===== src/rtl/nachi_pkg.sv =====
// Shared register-file constants and writeback types.
package nachi_pkg;

  localparam int RF_AW   = 5;
  localparam int RF_DW   = 32;
  localparam int RF_NREG = 1 << RF_AW;

  typedef enum logic {
    EMPTY = 1'b0,
    FULL  = 1'b1
  } wb_state_t;

  typedef logic [RF_AW-1:0] rf_idx_t;

endpackage


===== src/rtl/rf_index_decoder.sv =====
// Register index to one-hot write-enable decoder; all zero when en is low.
module rf_index_decoder
  import nachi_pkg::*;
#(
  parameter int AW = RF_AW
) (
  input  logic              en,
  input  logic [AW-1:0]     idx,
  output logic [2**AW-1:0]  onehot
);

  always_comb begin
    // NOTE: default every comb output before the loop so no path leaves it unassigned (no latch).
    onehot = '0;
    for (int i = 0; i < 2**AW; i++) begin
      onehot[i] = en && (idx == AW'(i));
    end
  end

endmodule


===== src/rtl/wb_port_arbiter.sv =====
// Round-robin arbiter sharing the register-file write port between NREQ
// writeback requesters, with a one-entry output slot and one-hot decode.
module wb_port_arbiter
  import nachi_pkg::*;
#(
  parameter int NREQ = 4,
  parameter int AW   = RF_AW,
  parameter int DW   = RF_DW
) (
  input  logic                clk,
  input  logic                rst_n,
  input  logic [NREQ-1:0]     req_valid,
  output logic [NREQ-1:0]     req_ready,
  input  logic [NREQ*AW-1:0]  req_addr,
  input  logic [NREQ*DW-1:0]  req_data,
  input  logic                rf_busy,
  output logic                wr_en,
  output logic [AW-1:0]       wr_addr,
  output logic [DW-1:0]       wr_data,
  output logic [2**AW-1:0]    wr_onehot
);

  localparam int            PW     = (NREQ > 1) ? $clog2(NREQ) : 1;
  localparam logic [PW:0]   NREQ_L = (PW+1)'(NREQ);

  wb_state_t          state_q, state_d;
  logic [PW-1:0]      ptr_q, ptr_nxt;
  logic [PW:0]        ptr_ext, unrot_base;
  logic               can_accept, drain;
  logic [2*NREQ-1:0]  dbl_valid, dbl_pick;
  logic [NREQ-1:0]    rot_valid, rot_pick, grant;
  logic [PW-1:0]      win;
  logic [AW-1:0]      win_addr;
  logic [DW-1:0]      win_data;
  logic               xfer, load;

  // ---------------------------------------------------------------------------
  // FSM: state register
  // ---------------------------------------------------------------------------
  always_ff @(posedge clk or negedge rst_n) begin
    // NOTE: sequential state uses <= so every flop samples pre-edge values.
    if (!rst_n) state_q <= EMPTY;
    else        state_q <= state_d;
  end

  // FSM: next state
  always_comb begin
    state_d = state_q;
    unique case (state_q)
      EMPTY: if (load) state_d = FULL;
      FULL:  if (drain) state_d = load ? FULL : EMPTY;
      default: state_d = EMPTY;
    endcase
  end

  // FSM: outputs. rst_n gates acceptance so nothing is granted while in reset.
  always_comb begin
    wr_en      = (state_q == FULL);
    drain      = (state_q == FULL) && !rf_busy;
    can_accept = rst_n && ((state_q == EMPTY) || !rf_busy);
  end

  // ---------------------------------------------------------------------------
  // Round-robin search: rotate so ptr sits at bit 0, pick the lowest set bit,
  // then rotate the pick back to requester numbering.
  // ---------------------------------------------------------------------------
  always_comb begin
    ptr_ext    = {1'b0, ptr_q};
    unrot_base = NREQ_L - ptr_ext;
    dbl_valid  = {req_valid, req_valid};
    rot_valid  = dbl_valid[ptr_ext +: NREQ];

    rot_pick = '0;
    for (int j = NREQ - 1; j >= 0; j--) begin
      if (rot_valid[j]) rot_pick = NREQ'(1) << j;
    end

    dbl_pick = {rot_pick, rot_pick};
    grant    = dbl_pick[unrot_base +: NREQ];
  end

  // Winner index and its payload; grant is one-hot or zero.
  always_comb begin
    win      = '0;
    win_addr = '0;
    win_data = '0;
    for (int i = 0; i < NREQ; i++) begin
      if (grant[i]) begin
        win      = PW'(i);
        win_addr = req_addr[i*AW +: AW];
        win_data = req_data[i*DW +: DW];
      end
    end
  end

  assign req_ready = can_accept ? grant : '0;
  assign xfer      = can_accept && (|req_valid);
  // Register 0 is hardwired: the request is consumed but never occupies the slot.
  assign load      = xfer && (win_addr != '0);
  assign ptr_nxt   = (win == PW'(NREQ - 1)) ? '0 : win + 1'b1;

  // ---------------------------------------------------------------------------
  // Pointer and output slot
  // ---------------------------------------------------------------------------
  always_ff @(posedge clk or negedge rst_n) begin
    if (!rst_n) begin
      ptr_q <= '0;
    end else if (xfer) begin
      ptr_q <= ptr_nxt;
    end
  end

  always_ff @(posedge clk or negedge rst_n) begin
    if (!rst_n) begin
      wr_addr <= '0;
      wr_data <= '0;
    end else if (load) begin
      wr_addr <= win_addr;
      wr_data <= win_data;
    end
  end

  rf_index_decoder #(
    .AW (AW)
  ) u_decoder (
    .en     (wr_en),
    .idx    (wr_addr),
    .onehot (wr_onehot)
  );

endmodule


===== config.mk =====
export PLATFORM = sky130hd
export DESIGN_NAME = wb_port_arbiter
export DESIGN_NICKNAME = d
export VERILOG_FILES = /design/src/rtl/nachi_pkg.sv /design/src/rtl/rf_index_decoder.sv /design/src/rtl/wb_port_arbiter.sv
export SDC_FILE = /design/constraint.sdc
export NUM_CORES = 1
export LEC_CHECK = 0
export ABC_AREA = 1
export BUFFER_PORTS_ARGS = -buffer_cell sky130_fd_sc_hd__clkbuf_2
export CORE_MARGIN = 2
export CORE_UTILIZATION = 35
export CTS_CLUSTER_SIZE = 30
export DETAILED_ROUTE_END_ITERATION = 8
export PLACE_DENSITY = 0.68
export SYNTH_ARGS = -nofsm -noshare
export SYNTH_HDL_FRONTEND = slang
export SYNTH_HIERARCHICAL = 1
export SYNTH_SLANG_ARGS = --single-unit
export TNS_END_PERCENT = 1

===== constraint.sdc =====
create_clock -name clk -period 3.82 [get_ports clk]
set_input_delay 0.764 -clock clk [delete_from_list [all_inputs] [get_ports clk]]
set_output_delay 0.764 -clock clk [all_outputs]
set_load 0.05 [all_outputs]

# Word-level counts from Yosys, hierarchy flattened

Index checks and enable logic that the tools add are counted.

Shift operators: 2
Add/sub/neg operators: 2
Multiply operators: 0
Equality and inequality tests: 32
Multiplexer cells: 20
Divide/modulo/power cells: 0
Order comparisons: 0
Bitwise operators: 1
Reductions and logical operators: 41

Operators by type and width:

| cell                                             | number |
|---|---|
| two-way mux 32 bit                               | 4 |
| == test 5 bit (second input constant)            | 16 |
| == test 5 x 4 -> 1 bit (second input constant)   | 8 |
| logical AND 1 bit                                | 36 |
| == test 5 x 3 -> 1 bit (second input constant)   | 4 |
| two-way mux 4 bit                                | 5 |
| two-way mux 5 bit                                | 4 |
| == test 5 x 2 -> 1 bit (second input constant)   | 2 |
| indexed part select 8 x 3 -> 4 bit               | 1 |
| indexed part select 8 x 4 -> 4 bit               | 1 |
| two-way mux 2 bit                                | 3 |
| == test 5 x 1 -> 1 bit (second input constant)   | 1 |
| logical NOT 5 bit                                | 1 |
| nonzero test 5 bit                               | 1 |
| OR reduction 4 bit                               | 1 |
| two-way mux 1 bit                                | 3 |
| subtractor 3 x 2 -> 3 bit (first input constant) | 1 |
| adder 2 x 1 -> 2 bit (second input constant)     | 1 |
| == test 2 bit (second input constant)            | 1 |
| one-hot mux 1 bit (2 select lines)               | 1 |
| logical NOT 1 bit                                | 1 |
| logical OR 1 bit                                 | 1 |
| inverter 1 bit                                   | 1 |

Input port bits: 155
Memory bits (read-only): 0
Memories kept: 0
Word-level logic and storage cells: 102
Latch bits: 0
RAM bits: 0
Flip-flop bits (word level): 40

# Longest topological paths before layout

Depth in word-level cells: 15
Depth in mapped cells: 23
Gate-level depth less buffers: 19

# By module

The synthesis kept the hierarchy.

By module, submodules not included:

| module           | cells an instance | times used | seq. area each (µm²) | area each (µm²) |
|---|---|---|---|---|
| wb_port_arbiter  | 451               | 1          | 1,001.0              | 2,851.5 |
| rf_index_decoder | 67                | 1          | 0.0                  | 266.5 |

# Worst setup path before layout

Ideal clock, no wire load.

Path type: in2out
From: input port req_valid[3]
To: output port req_ready[1]
Data arrival time: 2.645 ns
Data required time: 3.056 ns
Setup slack: 0.411 ns
Stages: 13
Cells stage by stage: nand2_1 -> nand3_1 -> nand2_1 -> nand2_1 -> nor2_2 -> nand2_1 -> nand2_1 -> nand2_1 -> nand3_2 -> buf_4 -> clkbuf_1 -> inv_1 -> nor2_1

Word-level cells in the longest chain between the ends: 7

Ends and longest elaborated chain:

| item                                 | RTL line              | RTL |
|---|---|---|
| from (decl)                          | wb_port_arbiter.sv:12 | `input logic [NREQ-1:0] req_valid,` |
| indexed part select 8 x 3 -> 4 bit * | wb_port_arbiter.sv:71 | `rot_valid = dbl_valid[ptr_ext +: NREQ];` |
| two-way mux 4 bit (3 in series)      | wb_port_arbiter.sv:75 | `if (rot_valid[j]) rot_pick = NREQ'(1) << j;` |
| two-way mux 4 bit *                  | wb_port_arbiter.sv:75 |  |
| indexed part select 8 x 4 -> 4 bit * | wb_port_arbiter.sv:79 | `grant = dbl_pick[unrot_base +: NREQ];` |
| two-way mux 4 bit *                  | wb_port_arbiter.sv:96 | `assign req_ready = can_accept ? grant : '0;` |
| to (decl)                            | wb_port_arbiter.sv:13 | `output logic [NREQ-1:0] req_ready,` |

Every way passes the cells marked *; elsewhere a longest branch is shown, timed or not.

# Worst setup path in the final report

From: register ptr_q[0]
To: output port req_ready[3]

Word-level cells in the longest chain between the ends: 7

Ends and longest elaborated chain:

| item                                 | RTL line               | RTL |
|---|---|---|
| from (decl)                          | wb_port_arbiter.sv:27  | `logic [PW-1:0] ptr_q, ptr_nxt;` |
| from (signal assigned)               | wb_port_arbiter.sv:109 | `ptr_q <= ptr_nxt;` |
| indexed part select 8 x 3 -> 4 bit   | wb_port_arbiter.sv:71  |  |
| two-way mux 4 bit (4 in series)      | wb_port_arbiter.sv:75  |  |
| indexed part select 8 x 4 -> 4 bit * | wb_port_arbiter.sv:79  |  |
| two-way mux 4 bit *                  | wb_port_arbiter.sv:96  |  |

Marked as above.

==> Flow_metrics.wiki <==
{| class="wikitable"
! Metric !! Value
|-
| FF-to-FF setup slack || about 0.59 ns
|-
| Synthesis warning total || 6
|-
| Max-slew headroom at the worst pin || 0.3993
|-
| Internal power || approximately 1.9 mW
|-
| Core area || 8678 sq um
|-
| Setup Crit Path Kind || flip-flop to output port
|-
| Crit path arrival time || roughly 2.7 ns
|-
| Post-detail-place hpwl || around 8.8 mm
|-
| Syn Std Cell Area || just over 3000 sq um
|-
| Post-cts resize count || 0
|-
| Number of pins with negative max-slew slack in the final report || 0
|-
| Layout overhead on the synthesized area || 41.25%
|-
| Horizontal extent of the die || ~98 microns
|-
| Count of standard-cell rows || 34
|-
| Most common cell after layout, fill and taps aside || sky130_fd_sc_hd__nand2_1
|-
| TritonCTS buffer count || 5
|-
| Buffer levels on the longest clock path || 2
|-
| First-pass GRT wire length || 17.73 mm
|-
| Mean Syn Cell Area || 6.019 sq um
|-
| Hold slack final || about 0.48 ns
|-
| Remaining global-route overflow || 0
|-
| Final period utilization || 0.9130
|-
| Total number of vias || a little over 4k
|-
| 1st-pass router iterations || 5
|-
| Cells along the critical path || inv_2 > nand2_1 > nand3_1 > nand2_1 > nand2_1 > nor2_2 > nand2_1 > nand2_1 > nand2_1 > nand2_2 > inv_2 > nor2_1 > clkbuf_2
|-
| Total clock sinks || 40
|-
| Capturing element type of the critical path || output port
|-
| Gate Count Post-Synth || just over 500
|-
| Vias per Instance || ~4.9
|-
| Worst Setup Start Kind || flip-flop
|-
| Pleak || about 2.6 nW
|-
| Critical path required time || between 3 and 4 ns
|-
| Kind of path behind the tightest hold check || flip-flop to flip-flop
|-
| Clock period minus final worst setup slack || around 3.5 ns
|-
| Sequential share of power || 0.160
|-
| Antenna diode count || 0
|-
| Via count of the first global-routing pass || approximately 3.8k
|-
| Buf+Inv Stages, Crit Path || 3
|-
| Share of power burned in combinational logic || 0.764
|-
| Top cell by count, worst path || sky130_fd_sc_hd__nand2_1
|-
| Final Hold Vio Count || 0
|-
| Final count of negative-setup-slack endpoints || 0
|-
| Largest incremental delay on the critical path || ~0.5 ns
|-
| Post-Layout Cell Count || 840
|-
| Mean routed wirelength per cell || between 10 and 15 microns
|-
| Overall power after layout || between 4 and 5 mW
|-
| Net Sw Power || roughly 3 mW
|-
| Setup repair after global routing missed its margin || no
|-
| Max Clock Freq || ~290 MHz
|-
| Total nets after synthesis || between 600 and 700
|-
| Number of distinct library cells after synthesis || 26
|-
| Transition time at the pin with the least slew margin || around 0.89 ns
|-
| Result of the run || completed
|-
| Count of routing violations after the opening detailed-route iteration || roughly 200
|-
| Commonest cells after routing, fill and taps aside || sky130_fd_sc_hd__nand2_1, sky130_fd_sc_hd__clkbuf_2, sky130_fd_sc_hd__nand3_1
|-
| Number of placed I/O pins || 229
|-
| Final worst clock skew || between 0.004 and 0.005 ns
|-
| Post-CTS clock slew at the launch and capture registers of the worst setup and hold paths || around 0.09 ns
|-
| Total wire length || ~11 mm
|-
| Number of setup buffers added after CTS || 0
|-
| CTS tree || yes
|-
| Buffer type at the clock tree root || sky130_fd_sc_hd__clkbuf_8
|-
| Highest fanout seen on the critical path || 22
|-
| DP Cell Count || 832
|-
| Cell with the biggest individual delay on the critical path || sky130_fd_sc_hd__dfrtp_1
|-
| Global placement routability congestion || 0.8986
|-
| Initial antenna violation count || 0
|-
| Die Ht || roughly 100 microns
|-
| Net count, final || 887
|-
| Count of state elements after synthesis || 40
|-
| Largest voltage drop on the vdd net || roughly 0.00054 V
|-
| Hold buffers post-CTS || 0
|-
| Buffers added on ports || approximately 230
|-
| Max capacitance violation total || 0
|-
| Maximum number of pins on one net before global-route repair || 43
|-
| Accumulated negative setup slack || 0 ns
|-
| P per Cell Area || about 1100 nW/um^2
|-
| Initial core utilization || 0.3593
|-
| H-tree levels || 2
|-
| Antenna violation net count after detailed routing || 0
|-
| DRC violations left || 0
|-
| Net switching share of the total power || 0.6206
|-
| Family with the most delay on the worst path || simple AND/OR/NAND/NOR gates
|-
| Global-route total usage across every layer || 0.2226
|-
| Ratio of cells with drive above 1 in the final layout || 0.3620
|-
| Clk_lat worst skew || 0.29 ns
|-
| Die Footprint || 9680 sq um
|-
| Clk pwr share || 0.076
|-
| Sequential element share of the synthesized area || 0.3210
|}
==> worst min-delay path, delay by kind of cell, from the launching register on <==
| kind | cells | cell delay [ns] |
|---|---|---|
| flip-flops | 1 | 0.35 |
| AND/OR/NAND/NOR | 2 | 0.10 |
==> registers in the layout, summed over array words and instances (netlist names) <==
signal and cells:
wr_data 32, wr_addr 5, ptr_q 2, wr_en 1
==> synth_stat cells <==
cell                       count  area (sq um)
sky130_fd_sc_hd__a21oi_1       2         10.01
sky130_fd_sc_hd__a21oi_2       1         8.760
sky130_fd_sc_hd__a22oi_1       1         7.510
sky130_fd_sc_hd__buf_1         1         3.750
sky130_fd_sc_hd__buf_2         5         25.02
sky130_fd_sc_hd__buf_4         2         15.01
sky130_fd_sc_hd__buf_6         4         45.04
sky130_fd_sc_hd__buf_8         2         30.03
sky130_fd_sc_hd__clkbuf_1     15         56.30
sky130_fd_sc_hd__dfrtp_1      40          1001
sky130_fd_sc_hd__ha_1          1         12.51
sky130_fd_sc_hd__inv_1        20         75.07
sky130_fd_sc_hd__inv_2         3         11.26
sky130_fd_sc_hd__nand2_1     271          1017
sky130_fd_sc_hd__nand2_2       5         31.28
sky130_fd_sc_hd__nand3_1      47         235.2
sky130_fd_sc_hd__nand3_2       3         30.03
sky130_fd_sc_hd__nand3_4       1         17.52
sky130_fd_sc_hd__nand4_1      38         237.7
sky130_fd_sc_hd__nand4_2       1         12.51
sky130_fd_sc_hd__nor2_1       40         150.1
sky130_fd_sc_hd__nor2_2        7         43.79
sky130_fd_sc_hd__nor3_1        1         5.000
sky130_fd_sc_hd__o21ai_0       5         25.02
sky130_fd_sc_hd__o21ai_1       1         5.000
sky130_fd_sc_hd__or2_1         1         6.260
==> metrics by stage <==
step	worst slack (ns)	utilization	instance area, sq um
after CTS	0.3156	0.5075	4404
after floorplan	0.4111	-	3118
after global placement	0.4416	0.4935	4283
final	0.3323	0.5075	4404
after global routing	0.03626	0.5075	4404
after detailed placement	0.3052	0.4935	4283
==> power groups by stage <==
stage | combinational, mW | clock (mW) | sequential, mW
final | 3.75 | 0.372 | 0.787
after global routing | 4.15 | 0.399 | 0.814
after CTS | 3.80 | 0.383 | 0.788
after detailed placement | 3.80 | 0 | 0.794
after global placement | 3.74 | 0 | 0.784
after floorplan | 2.35 | 0 | 1.38
==> final cells by class <==
cell class              count  area, sq um
clock buffers               6        82.58
repair buffers            235         1194
flip-flops and latches     40         1001
well taps                 108        135.1
clock inverters             2        38.79
fillers                   895         4274
inverters                  23        86.33
multi-input cells         426         1867
==> final timing paths <==
path / start / end / depth (start not counted)
setup reg to reg: ptr_q[0] / wr_en / 16
hold reg to reg: wr_data[5] / wr_data[5] / 2
hold / removal: wr_data[5] / wr_data[5] / 2
setup / recovery: ptr_q[0] / req_ready[3] / 13
min in group asynchronous: rst_n / wr_data[21] / 2
max in group asynchronous: rst_n / wr_addr[1] / 2
==> cell families (layout without fill, tap and decap cells) <==
logic type      count (synthesis)  count (layout)  share of synthesized area
simple gates                  415             415                     0.5730
buf+inv                        52             266                    0.08386
flops                          40              40                     0.3210
compound gates                 10              10                    0.01806
fa+ha+maj                       1               1                   0.004012
==> layer usage <==
| layer | up-vias | wire length [microns] | part of all wire | GRT usage |
|---|---|---|---|---|
| met5 | - | 0 | 0 | 0 |
| met4 | 0 | 240 | 0.022 | 0.06112 |
| met3 | 21 | 769 | 0.070 | 0.03508 |
| met2 | 201 | 5623 | 0.51 | 0.4040 |
| met1 | 1816 | 4408 | 0.40 | 0.2728 |
| li1 | 2072 | - | - | - |
Note: power is estimated with default switching activity, not from simulation.
